### src/rtl/fractal_pkg.sv
// Shared register map, controller states and parameter-set layout for the fractal frame controller.
package fractal_pkg;

  localparam int unsigned CfgAddrW = 4;

  localparam logic [CfgAddrW-1:0] ADDR_WIDTH  = 4'd0;
  localparam logic [CfgAddrW-1:0] ADDR_HEIGHT = 4'd1;
  localparam logic [CfgAddrW-1:0] ADDR_CR     = 4'd2;
  localparam logic [CfgAddrW-1:0] ADDR_CI     = 4'd3;
  localparam logic [CfgAddrW-1:0] ADDR_DX     = 4'd4;
  localparam logic [CfgAddrW-1:0] ADDR_DY     = 4'd5;
  localparam logic [CfgAddrW-1:0] ADDR_X0     = 4'd6;
  localparam logic [CfgAddrW-1:0] ADDR_Y0     = 4'd7;
  localparam logic [CfgAddrW-1:0] ADDR_DCR    = 4'd8;
  localparam logic [CfgAddrW-1:0] ADDR_DCI    = 4'd9;
  localparam logic [CfgAddrW-1:0] ADDR_CTRL   = 4'd10;

  typedef enum logic [1:0] {
    INIT,
    GEN_RESET,
    RUN
  } ctrl_state_t;

  // Geometry plus Q4.28 view parameters; same layout for shadow and live sets.
  typedef struct packed {
    logic [15:0] width;
    logic [15:0] height;
    logic [31:0] cr;
    logic [31:0] ci;
    logic [31:0] dx;
    logic [31:0] dy;
    logic [31:0] x0;
    logic [31:0] y0;
  } fractal_params_t;

endpackage

### src/rtl/fractal_frame_tracker.sv
// Tracks output lines of the generator, flags frame boundaries and resynchronises on misaligned frame starts.
module fractal_frame_tracker
  import fractal_pkg::*;
(
  input  logic        clk,
  input  logic        resetn,
  input  logic        run,
  input  logic [15:0] height,
  input  logic        data_enable,
  input  logic        frame_start,
  input  logic        line_end,
  output logic        boundary_c,
  output logic        sync_error
);

  logic [15:0] line_cnt;
  logic        line_done_c;
  logic        resync_c;

  assign line_done_c = run && data_enable && line_end;
  // A frame start that is not on line 0 wins over a coincident boundary.
  assign resync_c    = run && data_enable && frame_start && (line_cnt != 16'd0);
  assign boundary_c  = line_done_c && !resync_c && (line_cnt == (height - 16'd1));

  // Line counter with wrap at the frame boundary, forced to 0 while the generator is held in reset.
  always_ff @(posedge clk) begin
    if (!resetn) begin
      line_cnt   <= 16'd0;
      sync_error <= 1'b0;
    end else if (!run) begin
      line_cnt <= 16'd0;
    end else if (resync_c) begin
      line_cnt   <= 16'd0;
      sync_error <= 1'b1;
    end else if (boundary_c) begin
      line_cnt <= 16'd0;
    end else if (line_done_c) begin
      line_cnt <= line_cnt + 16'd1;
    end
  end

endmodule

### src/rtl/fractal_frame_controller.sv
// Shadow/live parameter sequencer for fractal_generator: frame-aligned commits, geometry resets and c animation.
module fractal_frame_controller
  import fractal_pkg::*;
#(
  parameter int unsigned RESET_CYCLES   = 4,
  parameter int unsigned DEFAULT_WIDTH  = 1920,
  parameter int unsigned DEFAULT_HEIGHT = 1080
) (
  input  logic                clk,
  input  logic                resetn,
  input  logic                cfg_valid,
  input  logic [CfgAddrW-1:0] cfg_addr,
  input  logic [31:0]         cfg_data,
  input  logic                cfg_commit,
  input  logic                gen_data_enable,
  input  logic                gen_frame_start,
  input  logic                gen_line_end,
  output logic                gen_resetn,
  output logic [15:0]         width,
  output logic [15:0]         height,
  output logic [31:0]         cr,
  output logic [31:0]         ci,
  output logic [31:0]         dx,
  output logic [31:0]         dy,
  output logic [31:0]         x0,
  output logic [31:0]         y0,
  output logic                commit_pending,
  output logic [31:0]         frame_count,
  output logic                sync_error
);

  localparam int unsigned RstCntW = (RESET_CYCLES > 1) ? $clog2(RESET_CYCLES) : 1;

  localparam fractal_params_t DefaultParams = '{
    width:  16'(DEFAULT_WIDTH),
    height: 16'(DEFAULT_HEIGHT),
    cr:     32'd0,
    ci:     32'd0,
    dx:     32'd0,
    dy:     32'd0,
    x0:     32'd0,
    y0:     32'd0
  };

  ctrl_state_t         state;
  fractal_params_t     shadow;
  fractal_params_t     live;
  logic [31:0]         dcr;
  logic [31:0]         dci;
  logic                anim;
  logic [RstCntW-1:0]  rst_cnt;
  logic                boundary_c;
  logic                geom_change_c;

  assign geom_change_c = (shadow.width != live.width) || (shadow.height != live.height);

  fractal_frame_tracker u_tracker (
    .clk         (clk),
    .resetn      (resetn),
    .run         (state == RUN),
    .height      (live.height),
    .data_enable (gen_data_enable),
    .frame_start (gen_frame_start),
    .line_end    (gen_line_end),
    .boundary_c  (boundary_c),
    .sync_error  (sync_error)
  );

  // Register writes, commit bookkeeping and the INIT/GEN_RESET/RUN sequencer.
  always_ff @(posedge clk) begin
    if (!resetn) begin
      state          <= INIT;
      gen_resetn     <= 1'b0;
      shadow         <= DefaultParams;
      live           <= DefaultParams;
      dcr            <= 32'd0;
      dci            <= 32'd0;
      anim           <= 1'b0;
      rst_cnt        <= '0;
      commit_pending <= 1'b0;
      frame_count    <= 32'd0;
    end else begin
      if (cfg_valid) begin
        case (cfg_addr)
          ADDR_WIDTH:  shadow.width  <= cfg_data[15:0];
          ADDR_HEIGHT: shadow.height <= cfg_data[15:0];
          ADDR_CR:     shadow.cr     <= cfg_data;
          ADDR_CI:     shadow.ci     <= cfg_data;
          ADDR_DX:     shadow.dx     <= cfg_data;
          ADDR_DY:     shadow.dy     <= cfg_data;
          ADDR_X0:     shadow.x0     <= cfg_data;
          ADDR_Y0:     shadow.y0     <= cfg_data;
          ADDR_DCR:    dcr           <= cfg_data;
          ADDR_DCI:    dci           <= cfg_data;
          ADDR_CTRL:   anim          <= cfg_data[0];
          default:     ;
        endcase
      end

      if (cfg_commit) begin
        commit_pending <= 1'b1;
      end

      case (state)
        INIT: begin
          shadow         <= DefaultParams;
          live           <= DefaultParams;
          commit_pending <= 1'b0;
          gen_resetn     <= 1'b0;
          rst_cnt        <= '0;
          state          <= GEN_RESET;
        end
        GEN_RESET: begin
          if (rst_cnt == RstCntW'(RESET_CYCLES - 1)) begin
            gen_resetn <= 1'b1;
            state      <= RUN;
          end else begin
            rst_cnt <= rst_cnt + RstCntW'(1);
          end
        end
        RUN: begin
          if (boundary_c) begin
            frame_count <= frame_count + 32'd1;
            if (commit_pending) begin
              // Shadow is sampled here, so a commit or write landing on this cycle waits for the next boundary.
              live           <= shadow;
              commit_pending <= 1'b0;
              if (geom_change_c) begin
                gen_resetn <= 1'b0;
                rst_cnt    <= '0;
                state      <= GEN_RESET;
              end
            end else if (anim) begin
              live.cr <= live.cr + dcr;
              live.ci <= live.ci + dci;
            end
          end
        end
        default: state <= INIT;
      endcase
    end
  end

  assign width  = live.width;
  assign height = live.height;
  assign cr     = live.cr;
  assign ci     = live.ci;
  assign dx     = live.dx;
  assign dy     = live.dy;
  assign x0     = live.x0;
  assign y0     = live.y0;

endmodule

### config.mk
export PLATFORM = sky130hd
export DESIGN_NAME = fractal_frame_controller
export DESIGN_NICKNAME = d
export VERILOG_FILES = /design/src/rtl/fractal_pkg.sv /design/src/rtl/fractal_frame_tracker.sv /design/src/rtl/fractal_frame_controller.sv
export SDC_FILE = /design/constraint.sdc
export NUM_CORES = 1
export LEC_CHECK = 0
export BUFFER_PORTS_ARGS = -buffer_cell sky130_fd_sc_hd__buf_2
export CAP_MARGIN = 15
export CORE_MARGIN = 5
export CORE_UTILIZATION = 55
export CTS_BUF_LIST = sky130_fd_sc_hd__clkbuf_8
export DETAILED_ROUTE_END_ITERATION = 16
export MAX_ROUTING_LAYER = met4
export PLACE_DENSITY = 0.75
export SYNTH_ARGS = -nofsm -noshare
export SYNTH_HDL_FRONTEND = slang
export SYNTH_SLANG_ARGS = --single-unit
### constraint.sdc
create_clock -name clk -period 3.12 [get_ports clk]
set_input_delay 0.468 -clock clk [delete_from_list [all_inputs] [get_ports clk]]
set_output_delay 0.468 -clock clk [all_outputs]
set_load 0.05 [all_outputs]
# After elaboration in Yosys (flattened, before gate mapping)
# Cells that the tools add are included.
# totals
memories	0
register_bits	568
output_inout_bits	259
ramBits	0
in_bits	43
latchBits	0
rom_bits	0
# classes
n_div	0
bitwise	2
n_shift	0
n_reduce_logical	33
mux	25
mul	0
add_sub_neg	6
n_lt_le_gt_ge	0
eq_ne	22
# ops
cell	n
$pmux 224 s2	1
$mux 224	1
$mux 128	1
$mux 64	2
$add 32x32->32	2
$add 32x1->32 const B	1
$mux 32	1
$ne 16x16->1	2
$reduce_and 2->1	13
$add 16x1->16 const B	1
$eq 16x16->1	1
$eq 4x3->1 const B	4
$mux 2	8
$reduce_bool 16->1	1
$sub 16x1->16 const B	1
$eq 4x4->1 const B	3
$pmux 2 s3	2
$ne 2x2->1 const B	5
$reduce_and 5->1	2
$eq 4x2->1 const B	2
$mux 1	7
$logic_and 1x1->1	6
$reduce_and 3->1	2
$eq 2x2->1 const B	2
16 further kinds	17

# Logic depth before layout (Yosys ltp)
# logic_depth
depth_word	9
ltp_mapped	15
depth_no_buf	13

# Hierarchy
# Synthesis repeated with hierarchy kept, for this count alone.
# unflattened
hier_cells	3191
area_unflattened_um2	25166.6
# by_module_without_submodules
mod	seq_area_each_um2	cells_each	area_each_um2	instances
fractal_frame_controller	11030.6	3016	23737.8	1
fractal_frame_tracker	340.3	175	1428.9	1

# Least setup slack after synthesis
# No wires, ideal clock.
# synth_timing
kind	register -> register
start	register height[2] (netlist name)
end	register frame_count[10]
path_slack_ps	-224
synth_period_minus_slack_ps	3344
required_time_ps	3005
setup_ps	115
arrival_time_ps	3229
path_stages_with_launch	14
path_cell_list	dfxtp_1 buf_2 or4_4 or3_1 nor3_2 o2111ai_1 and4b_1 and4_1 buf_4 and2_1 buf_4 nand3_2 xnor2_1 and2_1
# synth_between
elab_chain_len	4
# synth_rtl
element	line_no	source
$sub 16x1->16	fractal_frame_tracker.sv:23	assign boundary_c = line_done_c && !resync_c && (line_cnt == (height - 16'd1));
$eq 16x16->1	fractal_frame_tracker.sv:23	
$logic_and 1x1->1	fractal_frame_tracker.sv:23	
$reduce_and 2->1 (no source line)	n/a	
end signal: assignment	fractal_frame_controller.sv:123	frame_count <= frame_count + 32'd1;
end: declaration	fractal_frame_controller.sv:28	output logic [31:0] frame_count,
# Every way passes these cells.
# A chain may end at the register's enable or synchronous reset.

# Final worst setup path
# layout_timing
start	register height[2] (netlist name)
end	register dy[24] (netlist name)
# layout_between
elab_chain_len	5
# layout_rtl
element	line_no
$sub 16x1->16	fractal_frame_tracker.sv:23
$eq 16x16->1	fractal_frame_tracker.sv:23
$logic_and 1x1->1	fractal_frame_tracker.sv:23
$ne 2x2->1 (no source line)	n/a
$reduce_and 3->1 (no source line)	n/a
# Every way passes these cells.

==> reports/qor.yml <==
clockRootBuffer: "clkbuf_8"
nets: 3622
clock-sinks: 568
h-tree-depth: 3
clockBufferDepth: 3
gr-usage-all-layers_pct: 32.1
num_vias: 25200
yosysTopAreaCellShare_pct: 44.3
grt_overflow: 0
ant_nets: 0
cp_top_family: "simple AND/OR/NAND/NOR gates"
dieHeight_um: 226
setup_tns_ns: -0.283
wl_met2_um: 39300
power.leakage_nw: 12.5
layout_setup_ws_ns: -0.0601
drt-met1-wl_um: 34600
cp_slowest_cell: "or4_4"
yosysSeqAreaShare_pct: 44.3
port_buffers: 301
max_freq_mhz: 314
setup_viol: 19
synthDistinctLibCells: 65
crit_cells: 13
worstPathRequired_ns: 3.73
whs_ns: 0.132
rsz0062_at_grt: "yes"
async_reset_ff_share_pct: 0
drv_slew: 0
routed_wl_um: 87600
maxCapViolCount: 0
min_path_type: "input pin to register"
finalHoldViolations: 0
top_layer: "met4"
first_iter_violations: 2443
syn_nets: 3315
status: "finished, violations left"
reg2reg_depth: 13
drtPass1Iterations: 6
area_growth_pct: 21.4
path_cells: "or4_4, or3_4, and3_4, o2111ai_2, and4b_1, and4_4, buf_12, buf_12, nand2_8, buf_12, clkbuf_16, nand3_2, a21boi_1"
grt_pass1_vias: 23300
worstPathArrival_ns: 3.79
cp_common_cell: "buf_12"
wl_per_cell_um: 20.9
antenna_found_initial: 7
yosys-top-cells-area: "dfxtp_1 44%, nand2_1 12%, a21oi_1 5.8%"
fin_crit_ns: 3.18
clk_pin_slew_ns: 0.06
synth_area_sq_um: 25700
synth_cells: 3203
crit_fanout: 7
pre_cts_ws_ns: -0.174
grt_pass1_wl_um: 128000
clock_skew_ns: 0.0276
dp.cells: 3988
finalNonFillerCells: 4186
final.fill_count: 3686
cts_tree: "built"
cp.buffers_inverters: 4
startpoint_type: "register"
place_area_sq_um: 28100
synth_top_flop_cell: "dfxtp_1"
met3_length_um: 8790
ir_drop_uv: 399
grt_max_degree: 170
syn_area_per_cell_sq_um: 8.01
design.die.area_sq_um: 51100
whs_path_depth: 3
critPathMaxStageDelay_ns: 0.59
start_util_pct: 55.3
synth-edff-count: 0
synth_largest_area_cell: "dfxtp_1"
timing.final.crit_share_pct: 102
utilization_pct: 67.2
core_sq_um: 46400
synthTopCellsByCount: "832 x nand2_1, 568 x dfxtp_1, 295 x a21oi_1"
row_count: 79
dp_hpwl_um: 55400
crit_type: "register to register"
maxSlewHeadroom_pct: 7.53
ys_ff_latch: 568
vias_per_cell: 6.02
cts_buffers: 91
drc_errors: 0
ys_warn_count: 0
finish.instance_area_sq_um: 31100
cp-end-kind: "register"
die_x_um: 226
violations: "negative setup slack"
yosysMostFrequentCell: "nand2_1"
io_pins: 302
powerDensity_nw_per_um2: 464
insertion_delay_ns: 0.69
total_power_mw: 14.4
drive_gt1_share_pct: 19.7
tightest_slew_ns: 1.38
gp_congestion: 1.00
-- report_power, final --
group | total [mW] | internal (mW) | leakage, nW | switching (mW)
clock network | 6.42 | 3.35 | 1.04 | 3.07
registers | 7.31 | 7.28 | 4.58 | 0.0258
logic | 0.714 | 0.180 | 6.90 | 0.534
-- state kept, by name, summed over array words and instances, names as in the netlist --
register	count
height	16
rst_cnt	2
x0	32
dcr	32
u_tracker.sync_error	1
gen_resetn	1
shadow	224
dci	32
commit_pending	1
anim	1
ci	32
cr	32
u_tracker.line_cnt	16
frame_count	32
width	16
dy	32
y0	32
dx	32
state	2
-- layout by cell type, fill, tap and decap left out, types with 16 or more instances in the layout --
cell type  count
xnor2_1       60
and3_1        20
o21ai_0       76
nand2b_1      19
xor2_1        72
clkbuf_8     110
buf_12        22
a21oi_1      293
nor2_1        83
inv_1         62
buf_2        300
and2_1        27
nor3_1        21
nand3_1      196
a21boi_0      80
o31ai_1       28
mux2i_1       17
dfxtp_1      556
buf_4        115
nand3_2       16
ha_1          65
nand4_1       26
nand2_1      829
a21boi_1     140
a21o_1        44
-- metal layers --
| metal | track usage (%) | vias to the layer above |
|---|---|---|
| met4 | 14.0 | 0 |
| met1 | 40.9 | 12000 |
| met5 | - | - |
| li1 | - | 11500 |
| met3 | 6.85 | 327 |
| met2 | 49.3 | 1350 |
-- kinds of logic after synthesis --
| group | count (synthesis) | share of synthesized area (%) |
|---|---|---|
| AOI/OAI and AO/OA | 785 | 19.3 |
| xor gates and xnor gates | 132 | 4.51 |
| adders and majority gates | 69 | 3.42 |
| buffers and inverters | 287 | 4.80 |
| DFF | 568 | 44.3 |
| muxes | 21 | 0.839 |
| and+or+nand+nor | 1341 | 22.8 |
-- layout make-up --
| type | instances | area [sq um] | share of cell area, % |
|---|---|---|---|
| Clock buffer | 110 | 1510 | 4.86 |
| Multi-Input combinational cell | 2348 | 13600 | 43.5 |
| Tap cell | 607 | 759 | 2.44 |
| Inverter | 31 | 120 | 0.386 |
| Antenna cell | 8 | 20.0 | 0.0643 |
| Clock inverter | 44 | 268 | 0.860 |
| Timing Repair Buffer | 470 | 3510 | 11.3 |
| Sequential cell | 568 | 11400 | 36.6 |
-- worst reg2reg max path, cell delays in order, from the launching register on --
cell and delay [ns]:
dfxtp_4 0.34, or4_4 0.59, or3_4 0.37, and3_4 0.17, o2111ai_2 0.18, and4b_1 0.23, and4_4 0.20, buf_12 0.14
buf_12 0.12, nand2_8 0.14, buf_12 0.17, clkbuf_16 0.18, nand3_2 0.08, a21boi_1 0.20
-- path summary, 6_finish.rpt --
check	start	slack, ns	endpoint
max reg2reg	height[2]$_SDFFE_PN0P_	-0.06	dy[24]$_SDFFE_PN0P_
min	cfg_commit	0.13	commit_pending$_SDFF_PN0_
min reg2reg	shadow[80]$_SDFFE_PP0P_	0.45	dy[16]$_SDFFE_PN0P_
max	height[2]$_SDFFE_PN0P_	-0.06	dy[24]$_SDFFE_PN0P_
-- what timing repair did --
action	in CTS	in global routing
setup endpoints to repair	211	213
pin swaps	5	56
buffers inserted	3	14
cloned	0	19
resized for setup	13	167
hold buffers	0	0
Power figures use the tool's default switching activity.
